<file path="config.mk">
export PLATFORM = sky130hd
export DESIGN_NAME = pwm_gen_top
export DESIGN_NICKNAME = d
export VERILOG_FILES = /design/src/rtl/pwm_gen_top.sv
export SDC_FILE = /design/constraint.sdc
export NUM_CORES = 2
export LEC_CHECK = 0
export CAP_MARGIN = 20
export CORE_UTILIZATION = 53
export CTS_BUF_LIST = sky130_fd_sc_hd__clkbuf_8
export DETAILED_ROUTE_END_ITERATION = 16
export GPL_ROUTABILITY_DRIVEN = 1
export PLACE_DENSITY_LB_ADDON = 0.12
export SLEW_MARGIN = 10
export SYNTH_ARGS = -nofsm -noshare
export SYNTH_HDL_FRONTEND = slang
export SYNTH_SLANG_ARGS = --single-unit
</file>
<file path="constraint.sdc">
create_clock -name MClk -period 54.7 [get_ports MClk]
set_clock_uncertainty 0.1 [all_clocks]
set_input_delay 10.94 -clock MClk [delete_from_list [all_inputs] [get_ports MClk]]
set_output_delay 10.94 -clock MClk [all_outputs]
set_load 0.05 [all_outputs]
</file>
<file path="src/rtl/pwm_gen_top.sv">
// Multi-phase, interleaved, multilevel PWM generator with complementary gate outputs.
// One unfolded triangle carrier per (phase, interleave) slot; one dead-time cell per level.
module pwm_gen_top #(
  parameter int unsigned PhaseCount      = 3,
  parameter int unsigned InterleaveCount = 4,
  parameter int unsigned LevelCount      = 2,
  parameter int unsigned BIT_WIDTH       = 16
) (
  input  logic                                             MClk,
  input  logic                                             RstN,
  input  logic [BIT_WIDTH-1:0]                             Compare,
  input  logic [BIT_WIDTH-1:0]                             PWMMaxCount,
  input  logic [BIT_WIDTH-1:0]                             TriangleStepSize,
  input  logic [BIT_WIDTH-1:0]                             DeadTimeCount,
  output logic [PhaseCount*InterleaveCount*LevelCount*2-1:0] S
);

  localparam int unsigned N    = PhaseCount * InterleaveCount;
  localparam int unsigned NC   = N * LevelCount;
  localparam int unsigned CW   = BIT_WIDTH + 2;
  localparam int unsigned CMPW = BIT_WIDTH + $clog2(LevelCount) + 1;
  localparam int unsigned OW   = CW + $clog2(N) + 1;

  logic [CW-1:0]        w_m;
  logic [CW-1:0]        w_2m;
  logic [CW-1:0]        w_off  [N];
  logic [CW-1:0]        w_sum  [N];
  logic [CW-1:0]        w_next [N];
  logic [CW-1:0]        w_tri  [N];
  logic [NC-1:0]        w_raw;

  logic [CW-1:0]        r_u    [N];
  logic [BIT_WIDTH-1:0] r_cnt  [NC];
  logic [NC-1:0]        r_tgt;
  logic [NC-1:0]        r_h;
  logic [NC-1:0]        r_lo;

  assign w_m  = CW'(PWMMaxCount);
  assign w_2m = {1'b0, PWMMaxCount, 1'b0};

  // Offsets track the live peak but are only loaded while reset is held.
  always_comb begin
    for (int k = 0; k < N; k++) begin
      w_off[k]  = CW'((OW'(k) * OW'(w_2m)) / OW'(N));
      w_sum[k]  = r_u[k] + CW'(TriangleStepSize);
      if (w_m == '0) begin
        w_next[k] = '0;
      end else if (w_sum[k] >= w_2m) begin
        w_next[k] = w_sum[k] - w_2m;
      end else begin
        w_next[k] = w_sum[k];
      end
      w_tri[k]  = (r_u[k] < w_m) ? r_u[k] : (w_2m - r_u[k]);
    end
  end

  // Cell c = k*L + l compares against its slot carrier lifted by l*M.
  always_comb begin
    w_raw = '0;
    for (int c = 0; c < NC; c++) begin
      w_raw[c] = CMPW'(Compare) >
                 (CMPW'(w_tri[c / LevelCount]) +
                  CMPW'(c % LevelCount) * CMPW'(PWMMaxCount));
    end
  end

  always_ff @(posedge MClk) begin
    if (RstN) begin
      for (int k = 0; k < N; k++) begin
        r_u[k] <= w_off[k];
      end
    end else begin
      for (int k = 0; k < N; k++) begin
        r_u[k] <= w_next[k];
      end
    end
  end

  // Dead-time: any change of the raw state blanks both switches for D+1 clocks.
  always_ff @(posedge MClk) begin
    if (RstN) begin
      r_tgt <= '0;
      r_h   <= '0;
      r_lo  <= '0;
      for (int c = 0; c < NC; c++) begin
        r_cnt[c] <= DeadTimeCount;
      end
    end else begin
      for (int c = 0; c < NC; c++) begin
        if (w_raw[c] != r_tgt[c]) begin
          r_tgt[c] <= w_raw[c];
          r_h[c]   <= 1'b0;
          r_lo[c]  <= 1'b0;
          r_cnt[c] <= DeadTimeCount;
        end else if (r_cnt[c] != '0) begin
          r_cnt[c] <= r_cnt[c] - 1'b1;
          r_h[c]   <= 1'b0;
          r_lo[c]  <= 1'b0;
        end else begin
          r_h[c]   <= r_tgt[c];
          r_lo[c]  <= ~r_tgt[c];
        end
      end
    end
  end

  always_comb begin
    S = '0;
    for (int c = 0; c < NC; c++) begin
      S[2*c]   = r_h[c];
      S[2*c+1] = r_lo[c];
    end
  end

endmodule

</file>
==> metrics <==
setup slack after layout=27110 ps; # resized after CTS=0; register bit total from synthesis=672; sequential area share after synthesis=0.180; beginning of the critical path=PWMMaxCount[7]; Worst EP arrival=28250 ps; Final Slew Violations=0; Clk Latency, worst-skew pair=910 ps; Slew @ Worst Pin=1160 ps; post-synth cell types=119; cell mode on critical path=nand3_1; clk sinks=672; setup tns final=0 ps; # DRC=0; slew margin rel.=0.218; Net count, final=14000; Antenna Violating Nets Remaining=0; maximum clock frequency=0.0362 GHz; status=finished, final reports clean; htree depth=4; grt total ovfl=0; max_cap viols=0; critical path type=primary input to flop; Core ar.=181000 um^2; HP Class=flop to flop; Die H=428 um; Avg Synthesized Cell Area=7.83 um^2; minimum clock period after layout=27590 ps; IO Port Bufs=113; largest net degree at the start of global routing=88; final setup vio count=0; row count=156; DR vias=91300; syn_nets=14000; Layout Utilization=0.567; drt first pass iters=6; cells after synthesis=12300; Total Die Area=183000 um^2; placed insts=14500; drt wl/cell=22.5 um; peak per-stage delay on the critical path=820 ps; number of placed I/O pins=114; gpl congestion=0.952; setup repair bufs after CTS=0; fillers=16900; CTS tree=yes; Worst-path clk slew=70 ps; P&R area growth vs syn=6.37%; final number of hold-violating endpoints=0; reg2reg setup slack=44120 ps; Synth Warn #=0; deepest clock path buffer count=3; hold buffers post-CTS=0; Detailed Place HPWL=241000 um; Hold Crit Start=r_tgt[12]$_SDFFE_PP0P_; Num CTS Buffers=131; Worst Setup End Kind=flop; fraction of registers with async set/reset=0; Max stage delay cell, worst path=a211oi_2; pre-CTS WS=26420 ps; Initial Util=0.533; Tcrit/Tclk final=0.504; Root Buffer=clkbuf_8; first-pass GRT wire length=502000 um; Worst setup SP type=primary input; antenna violations before repair=8; 1st-iter DRT viols=7203; final WL=332000 um; Crit path required time=55370 ps; RSZ-0062 raised after global routing=no; vias in the first global route=86800; Synth Cell Area=96300 um^2; top_reg_cell synth=edfxtp_1; Finished Layout Cells=14800; layout cells sized above 1=0.0439; RR Startpoint=r_u[1][37]$_DFF_P_; EDFF count, synth=384; vias per inst=6.18; CP Max Fanout=28; chip width=428 um; Total GRT Usage=0.350
## kinds of logic after synthesis
logic type               Yosys count  synth area share
AO/OA/AOI/OAI                   3707             0.240
XOR/XNOR                        1226             0.112
multiplexers                     220            0.0235
adder cells (fa/ha/maj)         1618             0.216
AND/OR/NAND/NOR                 3354             0.170
buffers and inverters           1502            0.0592
flip-flops                       672             0.180
## metal layers
layer | part of all wire | up-vias | GRT usage
met5 | 0.000036 | - | 0
met3 | 0.075 | 758 | 0.0540
li1 | - | 44100 | -
met1 | 0.43 | 43400 | 0.456
met4 | 0.053 | 2 | 0.168
met2 | 0.44 | 3117 | 0.562
## path summary, 6_finish.rpt
| path | cells past startpoint | end |
|---|---|---|
| setup / recovery | 44 | r_u[2][0]$_DFF_P_ |
| setup reg to reg | 48 | r_cnt[1][94]$_DFFE_PP_ |
| hold / removal | 1 | r_lo[12]$_SDFF_PP0_ |
| hold reg to reg | 1 | r_lo[12]$_SDFF_PP0_ |
## worst max-delay path: cells and delay by family
family                   cells  cell delay [ps]
adder cells (fa/ha/maj)      2              810
AND/OR/NAND/NOR             15             6400
buffers and inverters        4             1140
multiplexers                 2              770
XOR/XNOR                     3              970
AO/OA/AOI/OAI               18             7140
## metrics by stage
| step | cell area, um^2 | hold WS, ps |
|---|---|---|
| finish | 102000 | 305 |
| floorplan | 96300 | 293 |
| global route | 102000 | 328 |
| global placement | 99700 | 298 |
| detailed placement | 99700 | 300 |
| CTS | 102000 | 302 |
## Yosys cell counts (all sizes together), types with 53 or more instances
cell | n | area share
clkbuf | 325 | 0.013
fa | 81 | 0.017
a31oi | 56 | 0.0038
or4 | 54 | 0.0042
a21o | 644 | 0.050
ha | 1516 | 0.20
a21oi | 1026 | 0.053
edfxtp | 384 | 0.12
a211oi | 70 | 0.0057
o211ai | 55 | 0.0043
nor3 | 249 | 0.013
inv | 1124 | 0.044
o21bai | 210 | 0.016
dfxtp | 288 | 0.060
nand3 | 244 | 0.013
nor4 | 142 | 0.0099
o21a | 53 | 0.0041
a221oi | 53 | 0.0051
nand2b | 226 | 0.015
or2 | 56 | 0.0036
o21ai | 1121 | 0.058
mux2i | 190 | 0.020
nor2b | 190 | 0.012
nand2 | 904 | 0.035
nor2 | 870 | 0.034
nand4 | 140 | 0.0092
xor2 | 448 | 0.041
xnor2 | 776 | 0.071
## state kept, by name, summed over array words and instances (netlist names)
register and count:
r_cnt 384, r_h 24, r_lo 24, r_tgt 24, r_u 216
## placed cells by master, fill, tap and decap left out, types with 54 or more instances in the layout
cell / instances
o211ai_1: 55
nor3_1: 244
a21oi_1: 1021
xor2_1: 447
dfxtp_1: 288
or4_1: 54
ha_1: 1516
nor2_1: 869
xnor2_1: 775
or2_2: 54
o21bai_1: 210
a211oi_1: 67
nand2b_1: 226
inv_1: 1138
clkbuf_8: 157
mux2i_1: 190
nand4_1: 138
clkdlybuf4s50_1: 63
fa_1: 81
nand3_1: 243
edfxtp_1: 384
nor4_1: 136
a21o_1: 644
o21ai_0: 1109
nand2_1: 903
buf_4: 140
nor2b_1: 190
## layout make-up
type | count | area [um^2] | share of cell area
Multi-Input combinational cell | 10100 | 73400 | 0.716
Clock inverter | 76 | 505 | 0.00493
Clock buffer | 157 | 2160 | 0.0211
Tap cell | 2370 | 2970 | 0.0289
Timing Repair Buffer | 241 | 1920 | 0.0187
Sequential cell | 672 | 17300 | 0.169
Antenna cell | 2 | 5.00 | 0.0000489
Inverter | 1128 | 4240 | 0.0414
Power is not shown: default switching activity piles up to over one toggle a cycle in this logic, so the estimate is an artifact.
